==> src/rtl/descrambler.sv <==
// 10GBASE-R receive descrambler (G(x) = 1 + x^39 + x^58) with self-sync lock tracking.
// Optional header error counter is enabled by defining DESCRAMBLER_HDR_ERR_CNT_EN.
module descrambler #(
    parameter int DATA_WIDTH         = 32,
    parameter bit DESCRAMBLER_BYPASS = 1'b0
) (
    input  logic                  i_clk,
    input  logic                  i_reset_n,
    input  logic                  i_data_valid,
    input  logic [DATA_WIDTH-1:0] i_data,
    input  logic                  i_hdr_valid,
    input  logic [1:0]            i_hdr,
    input  logic                  i_slip,
    output logic                  o_data_valid,
    output logic [DATA_WIDTH-1:0] o_data,
    output logic                  o_hdr_valid,
    output logic [1:0]            o_hdr,
    output logic                  o_locked
`ifdef DESCRAMBLER_HDR_ERR_CNT_EN
    ,
    output logic [7:0]            o_hdr_err_cnt
`endif
);

    localparam int LFSR_W     = 58;
    localparam int SYNC_WORDS = (LFSR_W + DATA_WIDTH - 1) / DATA_WIDTH;
    localparam int CNT_W      = $clog2(SYNC_WORDS + 1);
    localparam logic [CNT_W-1:0] SYNC_CNT = CNT_W'(SYNC_WORDS);

    typedef enum logic [0:0] {
        SYNCING = 1'b0,
        SYNCED  = 1'b1
    } state_t;

    state_t                state_r;
    state_t                state_next_s;
    logic [CNT_W-1:0]      word_cnt_r;
    logic [CNT_W-1:0]      word_cnt_next_s;
    logic                  locked_next_s;
    logic [LFSR_W-1:0]     lfsr_r;
    logic [LFSR_W-1:0]     lfsr_next_s;
    logic [DATA_WIDTH-1:0] desc_s;

    // Self-synchronising: the received (scrambled) bit is shifted in, so after
    // 58 received bits the state is independent of the seed.
    function automatic logic [LFSR_W+DATA_WIDTH-1:0] descramble(
        input logic [LFSR_W-1:0]     seed,
        input logic [DATA_WIDTH-1:0] din
    );
        logic [LFSR_W-1:0]     s;
        logic [DATA_WIDTH-1:0] d;
        s = seed;
        d = '0;
        for (int i = 0; i < DATA_WIDTH; i++) begin
            d[i] = din[i] ^ s[38] ^ s[57];
            s    = {s[LFSR_W-2:0], din[i]};
        end
        return {s, d};
    endfunction

    // Bit-serial descramble of the whole word in one cycle.
    always_comb begin
        {lfsr_next_s, desc_s} = descramble(lfsr_r, i_data);
    end

    // Lock FSM next state; a slip restarts the count and counts a simultaneous word.
    always_comb begin
        state_next_s    = state_r;
        word_cnt_next_s = word_cnt_r;
        locked_next_s   = o_locked;
        if (i_slip) begin
            state_next_s    = SYNCING;
            locked_next_s   = 1'b0;
            word_cnt_next_s = (i_data_valid && (SYNC_CNT != {CNT_W{1'b0}})) ? CNT_W'(1) : {CNT_W{1'b0}};
        end else if (i_data_valid) begin
            case (state_r)
                SYNCING: begin
                    if (word_cnt_r == SYNC_CNT) begin
                        locked_next_s = 1'b1;
                        state_next_s  = SYNCED;
                    end else begin
                        locked_next_s   = 1'b0;
                        word_cnt_next_s = word_cnt_r + CNT_W'(1);
                    end
                end
                SYNCED: begin
                    locked_next_s = 1'b1;
                end
                default: begin
                    state_next_s    = SYNCING;
                    word_cnt_next_s = {CNT_W{1'b0}};
                    locked_next_s   = 1'b0;
                end
            endcase
        end else begin
            state_next_s = state_r;
        end
        if (DESCRAMBLER_BYPASS) begin
            locked_next_s = i_data_valid ? 1'b1 : o_locked;
        end else begin
            locked_next_s = locked_next_s;
        end
    end

    // FSM state and word counter registers.
    always_ff @(posedge i_clk or negedge i_reset_n) begin
        if (!i_reset_n) begin
            state_r    <= SYNCING;
            word_cnt_r <= {CNT_W{1'b0}};
        end else begin
            state_r    <= state_next_s;
            word_cnt_r <= word_cnt_next_s;
        end
    end

    // Datapath registers; lfsr and data/header hold while idle.
    always_ff @(posedge i_clk or negedge i_reset_n) begin
        if (!i_reset_n) begin
            lfsr_r       <= {LFSR_W{1'b1}};
            o_data_valid <= 1'b0;
            o_data       <= {DATA_WIDTH{1'b0}};
            o_hdr_valid  <= 1'b0;
            o_hdr        <= 2'b00;
            o_locked     <= 1'b0;
        end else begin
            o_data_valid <= i_data_valid;
            o_hdr_valid  <= i_hdr_valid & i_data_valid;
            o_locked     <= locked_next_s;
            if (i_data_valid) begin
                lfsr_r <= lfsr_next_s;
                o_data <= DESCRAMBLER_BYPASS ? i_data : desc_s;
                o_hdr  <= i_hdr;
            end else begin
                lfsr_r <= lfsr_r;
                o_data <= o_data;
                o_hdr  <= o_hdr;
            end
        end
    end

`ifdef DESCRAMBLER_HDR_ERR_CNT_EN
    logic hdr_err_s;

    // Invalid sync headers are 00 and 11.
    always_comb begin
        hdr_err_s = i_data_valid & i_hdr_valid & ((i_hdr == 2'b00) | (i_hdr == 2'b11));
    end

    // Saturating header error counter; slip clears and wins over increment.
    always_ff @(posedge i_clk or negedge i_reset_n) begin
        if (!i_reset_n) begin
            o_hdr_err_cnt <= 8'h00;
        end else if (i_slip) begin
            o_hdr_err_cnt <= 8'h00;
        end else if (hdr_err_s && (o_hdr_err_cnt != 8'hFF)) begin
            o_hdr_err_cnt <= o_hdr_err_cnt + 8'h01;
        end else begin
            o_hdr_err_cnt <= o_hdr_err_cnt;
        end
    end
`endif

endmodule

==> config.mk <==
export PLATFORM = sky130hd
export DESIGN_NAME = descrambler
export DESIGN_NICKNAME = d
export VERILOG_FILES = /design/src/rtl/descrambler.sv
export SDC_FILE = /design/constraint.sdc
export NUM_CORES = 1
export LEC_CHECK = 0
export CAP_MARGIN = 10
export CORE_AREA = 2 2 129 131
export CTS_BUF_LIST = sky130_fd_sc_hd__clkbuf_2 sky130_fd_sc_hd__clkbuf_4 sky130_fd_sc_hd__clkbuf_8
export CTS_CLUSTER_DIAMETER = 50
export DETAILED_ROUTE_END_ITERATION = 10
export DIE_AREA = 0 0 131 133
export SETUP_SLACK_MARGIN = 0.4
export SYNTH_ARGS = -nofsm -noshare
export SYNTH_HDL_FRONTEND = slang
export SYNTH_SLANG_ARGS = --single-unit
==> constraint.sdc <==
create_clock -name i_clk -period 1.1 [get_ports i_clk]
set_input_delay 0.165 -clock i_clk [delete_from_list [all_inputs] [get_ports i_clk]]
set_output_delay 0.165 -clock i_clk [all_outputs]
set_load 0.05 [all_outputs]
* Word-level counts from Yosys, hierarchy flattened
Index checks and enable logic that the tools add are counted.
** Storage, ports and cells
- Flip-flop bits (word level) :: 98
- Word-level logic and storage cells :: 92
** Cells by class
- Bitwise gates (word level) :: 66
- Reduce and logical (&&, ||, !) cells :: 2
- Multiplexer cells :: 12
- Equality and inequality tests :: 3
- Add/subtract/negate cells :: 1
** Operators with widths (count)
- XOR 1 bit :: 64
- 2-to-1 mux 2 bit :: 4
- 2-to-1 mux 1 bit :: 7
- != test 2 bit, second input constant :: 2
- AND reduction 3 bit :: 1
- adder 2 x 1 -> 2 bit, second input constant :: 1
- equality test 2 bit, second input constant :: 1
- one-hot mux 1 bit (2 select lines) :: 1
- nonzero test 2 bit :: 1
- bitwise AND 1 bit :: 1
- NOT 1 bit :: 1

* Logic depth before layout (Yosys ltp)
Gate-level depths: netlist (run 1).
- Depth after elaboration :: 5
- Depth in mapped cells :: 5

* Least setup slack after synthesis (run 1)
No wires, ideal clock.
- Kind :: register to register
- From :: reg state_r
- To :: reg word_cnt_r[1]
- Data required time :: 0.981 ns
- Path slack :: -0.095 ns
- Clock period less this slack :: 1.195 ns
- Library setup time :: 0.119 ns
- Path buffers :: 0
- Stages on the path, launching flop included :: 4
- Arrival :: 1.076 ns
- Cells stage by stage :: dfrtp_1 > nor3b_2 > mux2i_1 > nor2_1
** Between the ends
- Longest elaborated chain between the ends :: 2
** RTL lines
- from (decl) :: line 35 : state_t state_r;
- from (signal assigned) :: line 111 : state_r <= state_next_s;
- != test 2 bit (no line)
- AND reduction 3 bit (no line)
- to (signal assigned) :: line 109 : word_cnt_r <= {CNT_W{1'b0}};
- to (signal assigned) :: line 112 : word_cnt_r <= word_cnt_next_s;
- to (decl) :: line 37 : logic [CNT_W-1:0] word_cnt_r;
Every way passes these cells.
A chain may end at the register's enable or synchronous reset.

* Worst setup path after layout (run 1)
- From :: reg word_cnt_r[1]
- To :: reg word_cnt_r[1]
** Between the ends
- Longest elaborated chain between the ends :: 5
- Elaborated cells on any way between the ends :: 8
- Those cells by class :: add/sub: 1; eq/ne: 2; mux: 4; reduce/logical: 1
** RTL lines
- adder 2 x 1 -> 2 bit :: line 83 : word_cnt_next_s = word_cnt_r + CNT_W'(1);
- 2-to-1 mux 2 bit :: line 78 : if (word_cnt_r == SYNC_CNT) begin
- 2-to-1 mux 2 bit :: line 76 : case (state_r)
- 2-to-1 mux 2 bit :: line 75 : end else if (i_data_valid) begin
- 2-to-1 mux 2 bit :: line 71 : if (i_slip) begin
Parallel ways exist; a longest one is shown, timed or not. The select of a mux whose other input is x is not followed.

==> impl_metrics.tcl, run 1 <==
set metrics [dict create \
    cts-htree-levels 3 \
    num-nets-final 478 \
    insertion_delay_ps 370 \
    clockBufferDepth 2 \
    io_pins 76 \
    n_antenna_cell 0 \
    rsz0062_at_grt "true" \
    avgSynthCellArea_um2 16.0 \
    synth_edf_count 0 \
    antenna_found_initial 0 \
    rrSetupSlack_ps -110 \
    die_h_um 133 \
    final_cell_mix "mux2_4 (88), dfstp_2 (58), buf_4 (56)" \
    final_common_cell "mux2_4" \
    syn_nets 316 \
    r2r.worst_path.cells 4 \
    worstSetupPathType "reg2reg" \
    hold_ws_ps -372 \
    layout_setup_ws_ps -106 \
    yosysWarningCount 0 \
    reg2reg_from "word_cnt_r[1]" \
    rows 47 \
    dieArea_um2 17400 \
    startpoint "word_cnt_r[1]" \
    synth_ff_type "dfstp_2" \
    setup_violations 70 \
    initial_utilization_pct 27.3 \
    grt_pass1_wl_mm 15.3 \
    p_leak_nw 3.20 \
    wl_per_cell_um 13.7 \
    via_count 2650 \
    setup_tns_ps -1790 \
    numPortBuffers 75 \
    grt_usage_pct 11.4 \
    cp-start-kind "flip-flop" \
    synthArstFlopShare_pct 100 \
    firstDrtPassIters 3 \
    finClkSkew_ps 13.3 \
    viasPerCell 4.00 \
    die_w_um 131 \
    synth_top_cell_by_area "dfstp_2" \
    grt_max_degree 46 \
    nFillCells 1436 \
    overflow 0 \
    cts_hold_buf 1 \
    cts_sinks 97 \
    synth_area_leaders "dfstp_2 (35%), dfrtp_1 (22%), mux2_2 (14%)" \
    timing.rr.end "word_cnt_r[1]" \
    fin_cells 663 \
    dp_hpwl_mm 6.20 \
    ys_ff_latch 97 \
    synth.distinct_cells 16 \
    routabilityCongestion 0.708 \
    cp-endpoint "word_cnt_r[1]" \
    period_share_pct 110 \
    dp.cells 613 \
    dr.first_iter.drc_count 72 \
    ir_worst_vdd_mv 0.943 \
    drv_slew 0 \
    worst_slew_pin_slew_ps 277 \
    cts_tree "yes" \
    syn_area_um2 4410 \
    cts_buffers 9 \
    clk_pin_slew_ps 100 \
    cts-root-buf "clkbuf_8" \
    status "finished, violations left" \
    critical_path.max_fanout 3 \
    grt_pass1_vias 3025 \
    crit_path_end_kind "flip-flop" \
    drive_above_1_share_pct 82.2 \
    violations "negative hold slack, negative setup slack" \
    finalHoldViolCount 46 \
    synth-seq-area-share_pct 56.7 \
    yosysTopAreaCellShare_pct 34.6 \
    dp_slack_ps -243 \
    fmax_mhz 829 \
    powerDensity_nw_per_um2 1940 \
    min_period_ps 1210 \
    arrival_ps 1460 \
    slew-limit-headroom_pct 81.3 \
    area_growth_pct 63.9 \
    maxCapViolations 0 \
    worstPathRequired_ps 1360 \
    antenna_left 0 \
    synth_cells 276 \
    totalWireLength_mm 9.08 \
    hold_path.class "in2async" \
    drcViolationCount 0 \
    core-area_um2 16200 \
]
## Yosys cell counts (2+ instances only)
master and count:
buf_6 6, xnor2_1 64, nor2_1 2, dfrtp_1 39
inv_1 2, a21oi_1 2, mux2_2 55, buf_2 5
dfstp_2 58, mux2_4 37
## power breakdown
part           internal (mW)  total [mW]  switching [mW]
combinational           3.67        6.16            2.49
clock                   1.26        2.50            1.25
sequential              4.56        5.36           0.799
total                   9.48        14.0            4.54
## area by class of cell
cell class | instances | area (µm²) | share of cell area, %
clock buffer | 14 | 174 | 2.41
sequential | 97 | 2550 | 35.2
multi-input combinational | 166 | 2260 | 31.3
timing repair buffer | 162 | 1930 | 26.6
tap | 220 | 275 | 3.81
clock inverter | 2 | 37.5 | 0.519
inverter | 2 | 7.51 | 0.104
## registers in the layout, indices dropped and copies added, names as in the netlist
register / cells
lfsr_r: 58
o_data: 32
o_hdr_valid: 1
o_data_valid: 1
word_cnt_r: 2
o_hdr: 2
state_r: 1
## metrics by stage
| stage | power [mW] | util [%] | hold WS [ps] | area [µm²] |
|---|---|---|---|---|
| 4_1_cts | 14.0 | 43.5 | -405 | 7040 |
| 3_3_place_gp | 11.1 | 41.0 | 27.7 | 6630 |
| 3_5_place_dp | 11.2 | 41.0 | 31.7 | 6630 |
| 6_report | 14.0 | 44.7 | -372 | 7230 |
| 5_1_grt | 14.7 | 44.7 | -402 | 7230 |
| 2_1_floorplan | 8.42 | - | -131 | 4970 |
## routing by layer
layer | wire (µm) | part of all wire, % | global-route usage [%]
met1 | 4090 | 45 | 14.9
met2 | 4460 | 49 | 17.4
met3 | 339 | 3.7 | 2.91
met4 | 191 | 2.1 | 5.50
met5 | 0 | 0 | 0
## critical path: stages (launching register included)
cell and delay [ps]:
dfrtp_1 430, ha_4 190, nor3b_4 210, mux2i_1 220
nor2_1 50
## logic make-up after synthesis
family | synth area share [%]
multiplexers | 26.9
XOR/XNOR | 12.7
AO/OA/AOI/OAI | 0.397
adder cells (fa/ha/maj) | 0.284
flip-flops | 56.7
AND/OR/NAND/NOR | 0.794
buffers and inverters | 2.27
## worst min-delay path by stage
| stage | slack [ps] | startpoint | end |
|---|---|---|---|
| floorplan | -130 | i_reset_n | o_data[0] |
| global placement | 30 | i_reset_n | o_data[11] |
| detailed placement | 30 | i_reset_n | o_data[11] |
| CTS | -400 | i_reset_n | o_data[11] |
| global route | -400 | i_reset_n | o_data[11] |
| finish | -370 | i_reset_n | o_data[11] |
## repair_timing
item	in CTS	in global routing
resized for setup	19	16
setup endpoints to repair	132	132
setup buffers	15	18
hold endpoints to repair	47	46
pin swaps	5	5
No activity file was read; power rests on OpenSTA's default activity.
==> run 2, diff against run 1 <==
--- a/config.mk
+++ b/config.mk
@@ -11,7 +11,6 @@
 export CTS_CLUSTER_DIAMETER = 50
 export DETAILED_ROUTE_END_ITERATION = 10
 export DIE_AREA = 0 0 131 133
-export SETUP_SLACK_MARGIN = 0.4
 export SYNTH_ARGS = -nofsm -noshare
 export SYNTH_HDL_FRONTEND = slang
 export SYNTH_SLANG_ARGS = --single-unit
==> run 2 against run 1 <==
The run ends with negative setup slack left. Critical path depth up 1. Sequential power is 3% lower. Hold slack gained 670 ps. Clock skew down 6.3 ps. Register-to-register slack about the same. Clock power grew 4%. Routed wire length down 5.5%. Sequential share of layout area increased by 1.8 points. Utilization fell by 2.9 points. Combinational power decreased by 3.6%. Via count fell by 2.6%. Critical path type unchanged. Largest power group unchanged.
==> impl_metrics.tcl, run 2 (same netlist as run 1, synthesis figures left out) <==
set metrics [dict create \
    reg_top3 "lfsr_r: 58 flops, o_data: 32 flops" \
    nFillCells 1487 \
    viasPerCell 4.02 \
    rsz0062_at_grt "true" \
    antenna_left 0 \
    timing.rr.end "word_cnt_r[1]" \
    finalCoreUtilization_pct 41.8 \
    final_cell_mix "buf_4 (61), dfstp_2 (58), mux2_2 (55)" \
    cp-start-kind "flip-flop" \
    fmax_mhz 820 \
    period_share_pct 111 \
    final_common_cell "buf_4" \
    worstPathRequired_ps 1360 \
    die_h_um 133 \
    overflow 0 \
    finClkSkew_ps 6.98 \
    rows 47 \
    cts-htree-levels 3 \
    hold_ws_ps 300 \
    hold_path.class "in2reg" \
    grt_pass1_wl_mm 14.2 \
    totalWireLength_mm 8.58 \
    crit_path_end_kind "flip-flop" \
    drive_above_1_share_pct 73.0 \
    slew-limit-headroom_pct 81.8 \
    worst_slew_pin_slew_ps 273 \
    cp-endpoint "word_cnt_r[1]" \
    clockBufferDepth 2 \
    drcViolationCount 0 \
    fin_area_um2 6770 \
    drv_slew 0 \
    crit_path_cell_trace "inv_2, ha_4, nor3b_4, mux2i_1, nor2_1" \
    n_antenna_cell 0 \
    wl_per_cell_um 13.4 \
    p_leak_nw 2.89 \
    rrSetupSlack_ps -120 \
    largest_reg_flops 58 \
    critical_path.max_fanout 3 \
    dr.first_iter.drc_count 96 \
    worstSetupPathType "reg2reg" \
    clkPwrFrac_pct 18.8 \
    via_count 2582 \
    top_register "lfsr_r" \
    powerDensity_nw_per_um2 2030 \
    grt_pass1_vias 2807 \
    arrival_ps 1480 \
    cts_buffers 9 \
    grt_max_degree 50 \
    cpPeakStageDelay_ps 390 \
    cts-root-buf "clkbuf_8" \
    status "finished, violations left" \
    initial_utilization_pct 27.3 \
    power_mw 13.7 \
    core-area_um2 16200 \
    cts_sinks 97 \
    min_period_ps 1220 \
    reg2reg_from "word_cnt_r[0]" \
    num-nets-final 457 \
    area_growth_pct 53.4 \
    maxCapViolations 0 \
    clk_pin_slew_ps 100 \
    pwr-share-seq_pct 37.9 \
    ir_worst_vdd_mv 1.14 \
    dp_hpwl_mm 5.86 \
    numPortBuffers 75 \
    setup_violations 68 \
    routabilityCongestion 0.700 \
    cts_tree "yes" \
    io_pins 76 \
    startpoint "word_cnt_r[0]" \
    grt_usage_pct 10.7 \
    die_w_um 131 \
    combPwrFrac_pct 43.2 \
    firstDrtPassIters 3 \
    crit_path_top_delay_cell "dfrtp_1" \
    layout_setup_ws_ps -119 \
    setup_tns_ps -1220 \
    internal_power_mw 9.25 \
    p_sw_mw 4.49 \
    p_sw_share_pct 32.7 \
    antenna_found_initial 0 \
    insertion_delay_ps 370 \
    finalHoldViolCount 0 \
    dieArea_um2 17400 \
    r2r.worst_path.cells 5 \
    placed_area_um2 6070 \
    violations "negative setup slack" \
]
run 2: metal layers:
layer  vias to the layer above  routed length (µm)  global-route usage, %
li1                       1215                   -                      -
met1                      1298                3950                   14.6
met2                        54                4050                   15.4
met3                        15                 350                   2.75
met4                         0                 239                   5.61
met5                         -                   0                      0
run 2: stage by stage:
stage / std cells / worst slack, ps
global route: 642 / -170
detailed placement: 601 / -263
global placement: 601 / -250
finish: 642 / -119
CTS: 639 / -149
floorplan: 276 / -17.3
run 2: how the worst min path moves through the flow:
stage	startpoint	end	slack (ps)	cells past startpoint
floorplan	i_reset_n	o_data[0]	-130	0
global placement	i_reset_n	o_data[4]	180	2
detailed placement	i_reset_n	o_data[4]	180	2
CTS	i_data_valid	o_hdr_valid	270	3
global route	i_data_valid	o_hdr_valid	290	3
finish	i_data_valid	word_cnt_r[0]	300	4
run 2: repair_timing:
item,4_1_cts,5_1_grt
pin swaps,11,7
endpoints found under the hold margin,40,0
hold buffers,2,0
resized for setup,37,3
buffers inserted,20,3
setup endpoints to repair,71,71
run 2: area by class of cell:
cell class | count | area, µm² | share of cell area, %
multi-input cells | 166 | 2090 | 30.9
clock buffers | 11 | 139 | 2.05
well taps | 220 | 275 | 4.07
flip-flops and latches | 97 | 2500 | 37.0
inverters | 2 | 7.51 | 0.111
repair buffers | 141 | 1670 | 24.7
clock inverters | 5 | 80.1 | 1.18
run 2: power by group through the flow:
stage	Combinational (mW)	Clock (mW)	Sequential, mW
finish	5.94	2.59	5.21
global route	6.22	2.87	5.31
CTS	5.93	2.72	5.23
detailed placement	5.41	0	5.25
global placement	5.35	0	5.24
floorplan	1.52	0	6.41
run 2: critical path: cells and delay by family (launching register included):
family,cells,cell delay (ps)
adder cells (fa/ha/maj),1,180
buffers and inverters,1,60
flip-flops,1,390
multiplexers,1,210
AND/OR/NAND/NOR,2,270
==> run 3, diff against run 2 <==
--- a/config.mk
+++ b/config.mk
@@ -5,12 +5,13 @@
 export SDC_FILE = /design/constraint.sdc
 export NUM_CORES = 1
 export LEC_CHECK = 0
+export ABC_AREA = 1
 export CAP_MARGIN = 10
-export CORE_AREA = 2 2 129 131
+export CORE_AREA = 2 2 126 140
 export CTS_BUF_LIST = sky130_fd_sc_hd__clkbuf_2 sky130_fd_sc_hd__clkbuf_4 sky130_fd_sc_hd__clkbuf_8
 export CTS_CLUSTER_DIAMETER = 50
 export DETAILED_ROUTE_END_ITERATION = 10
-export DIE_AREA = 0 0 131 133
+export DIE_AREA = 0 0 128 142
 export SYNTH_ARGS = -nofsm -noshare
 export SYNTH_HDL_FRONTEND = slang
 export SYNTH_SLANG_ARGS = --single-unit
==> run 3 against run 2 <==
The run still ends with negative setup slack left. Total power down 25%. Hold slack worse by 130 ps. Final cell count up 38%. Sequential share of layout area up 1.7 points. Die area up 4.3%. First-iteration DRC count up 77%. Clock power down 8.9%. Final area down 4.5%. Flip-flop and latch count unchanged. Sequential power down 11%. Synthesized area up 5.0%.
==> impl_metrics.tcl, run 3 <==
set metrics [dict create \
    status "finished, violations left" \
    violations "negative setup slack" \
    firstDrtPassIters 5 \
    p_sw_mw 3.39 \
    cts-root-buf "clkbuf_8" \
    wl_per_cell_um 11.4 \
    top_register "lfsr_r" \
    synth_cells 572 \
    worstSetupPathType "reg2out" \
    synthArstFlopShare_pct 100 \
    synth-seq-area-share_pct 54.0 \
    hold_ws_ps 169 \
    syn_area_um2 4630 \
    crit_path_top_delay_cell "dfrtp_1" \
    synth_ff_type "dfstp_2" \
    crit_path_end_kind "primary output" \
    grt_usage_pct 11.8 \
    p_sw_share_pct 32.8 \
    cp-start-kind "flip-flop" \
    reg_top3 "lfsr_r: 58 flops, o_data: 32 flops" \
    overflow 0 \
    cpLargestDelayFamily "flip-flops" \
    cpPeakStageDelay_ps 440 \
    cts-htree-levels 3 \
    maxCapViolations 0 \
    clk_pin_slew_ps 90 \
    dieArea_um2 18200 \
    finClkSkew_ps 7.77 \
    worst_slew_pin_slew_ps 265 \
    dp_slack_ps -132 \
    setup_tns_ps -492 \
    yosysWarningCount 0 \
    final_cell_mix "nand2_1 (239), inv_1 (61), dfstp_2 (58)" \
    yosysTopAreaCellShare_pct 32.9 \
    viasPerCell 4.30 \
    synth_edf_count 0 \
    rsz0062_at_grt "true" \
    grt_pass1_wl_mm 17.2 \
    largest_reg_flops 58 \
    core-area_um2 16800 \
    grt_pass1_vias 3736 \
    io_pins 76 \
    insertion_delay_ps 370 \
    period_share_pct 104 \
    combPwrFrac_pct 32.3 \
    die_w_um 128 \
    ir_worst_vdd_mv 0.674 \
    numPortBuffers 75 \
    antenna_left 0 \
    area_growth_pct 39.6 \
    routabilityCongestion 0.762 \
    cts_sinks 97 \
    synth_area_leaders "dfstp_2 (33%), dfrtp_1 (21%), nand2_1 (20%)" \
    initial_utilization_pct 27.6 \
    syn_nets 612 \
    powerDensity_nw_per_um2 1600 \
    dp_hpwl_mm 6.81 \
    internal_power_mw 6.94 \
    dp.cells 851 \
    layout_setup_ws_ps -45.2 \
    synth_top_cell_by_area "dfstp_2" \
    via_count 3818 \
    rows 50 \
    clkPwrFrac_pct 22.9 \
    drive_above_1_share_pct 24.4 \
    synth.distinct_cells 20 \
    setup_violations 34 \
    antenna_found_initial 0 \
    ys_ff_latch 97 \
    min_period_ps 1150 \
    dr.first_iter.drc_count 170 \
    arrival_ps 980 \
    cts_buffers 9 \
    p_leak_nw 3.16 \
    totalWireLength_mm 10.1 \
    n_antenna_cell 0 \
    pwr-share-seq_pct 44.8 \
    worstPathRequired_ps 940 \
    slew-limit-headroom_pct 82.4 \
    synthTopCellsByCount "nand2_1 (246), inv_1 (64), dfstp_2 (58), nand3_1 (48), o21ai_0 (43)" \
    critical_path.max_fanout 2 \
    fin_cells 887 \
    crit_buf_inv 1 \
    drcViolationCount 0 \
    final_common_cell "nand2_1" \
    synth_most_common_cell "nand2_1" \
    cts_tree "yes" \
    finalHoldViolCount 0 \
    crit_path_cell_trace "buf_12" \
    clockBufferDepth 2 \
    grt_max_degree 51 \
    hold_path.class "in2async" \
    die_h_um 142 \
    avgSynthCellArea_um2 8.09 \
    drv_slew 0 \
    num-nets-final 714 \
    fmax_mhz 873 \
]
## run 3: area by class of cell
cell class                      instances  area [µm²]
Multi-Input combinational cell        390        1790
Timing Repair Buffer                  111        1460
Tap cell                              208         260
Sequential cell                        97        2500
Inverter                               65         246
Clock buffer                           15         194
Fill cell                            1714       10300
Clock inverter                          1        7.51
## run 3: path summary, 6_finish.rpt
path	start	to	slack [ps]	cells after the start
setup reg to reg	word_cnt_r[0]	word_cnt_r[1]	30	4
setup / recovery	o_data[7]	o_data[7]	-50	1
hold reg to reg	lfsr_r[4]	lfsr_r[4]	470	2
max in group asynchronous	i_reset_n	lfsr_r[16]	370	3
hold / removal	i_reset_n	o_data[19]	170	2
min in group i_clk	i_data_valid	o_data_valid	170	2
## run 3: power by group through the flow
| stage | clock [mW] | combinational, mW | sequential, mW |
|---|---|---|---|
| after floorplan | 0 | 0.918 | 5.29 |
| after global placement | 0 | 3.09 | 4.67 |
| after detailed placement | 0 | 3.13 | 4.68 |
| after CTS | 2.48 | 3.28 | 4.63 |
| after global routing | 2.61 | 3.63 | 4.70 |
| final | 2.36 | 3.34 | 4.63 |
## run 3: per-layer routing
| metal | up-vias | global-route usage (%) | routed length (µm) |
|---|---|---|---|
| met4 | 0 | 5.21 | 210 |
| met1 | 1798 | 14.9 | 4730 |
| met3 | 14 | 2.37 | 314 |
| li1 | 1952 | - | - |
| met2 | 54 | 19.4 | 4860 |
| met5 | - | 0 | 0 |
## run 3: through the flow
stage / power, mW / area (µm²) / utilization, %
floorplan: 6.20 / 4630 / -
global placement: 7.76 / 6060 / 36.2
detailed placement: 7.81 / 6060 / 36.2
CTS: 10.4 / 6370 / 38.0
global route: 10.9 / 6460 / 38.6
finish: 10.3 / 6460 / 38.6
## run 3: timing repair
action | in CTS | in global routing
gates resized for setup | 5 | 12
hold endpoints to repair | 46 | 0
pin swaps | 3 | 4
hold buffers | 1 | 0
setup endpoints to repair | 40 | 46
buffers inserted | 10 | 9
## run 3: logic make-up after synthesis
kind of cell,synth area share (%)
AND/OR/NAND/NOR,26.8
flip-flops,54.0
buffers and inverters,8.30
AO/OA/AOI/OAI,5.30
XOR/XNOR,5.30
adder cells (fa/ha/maj),0.270
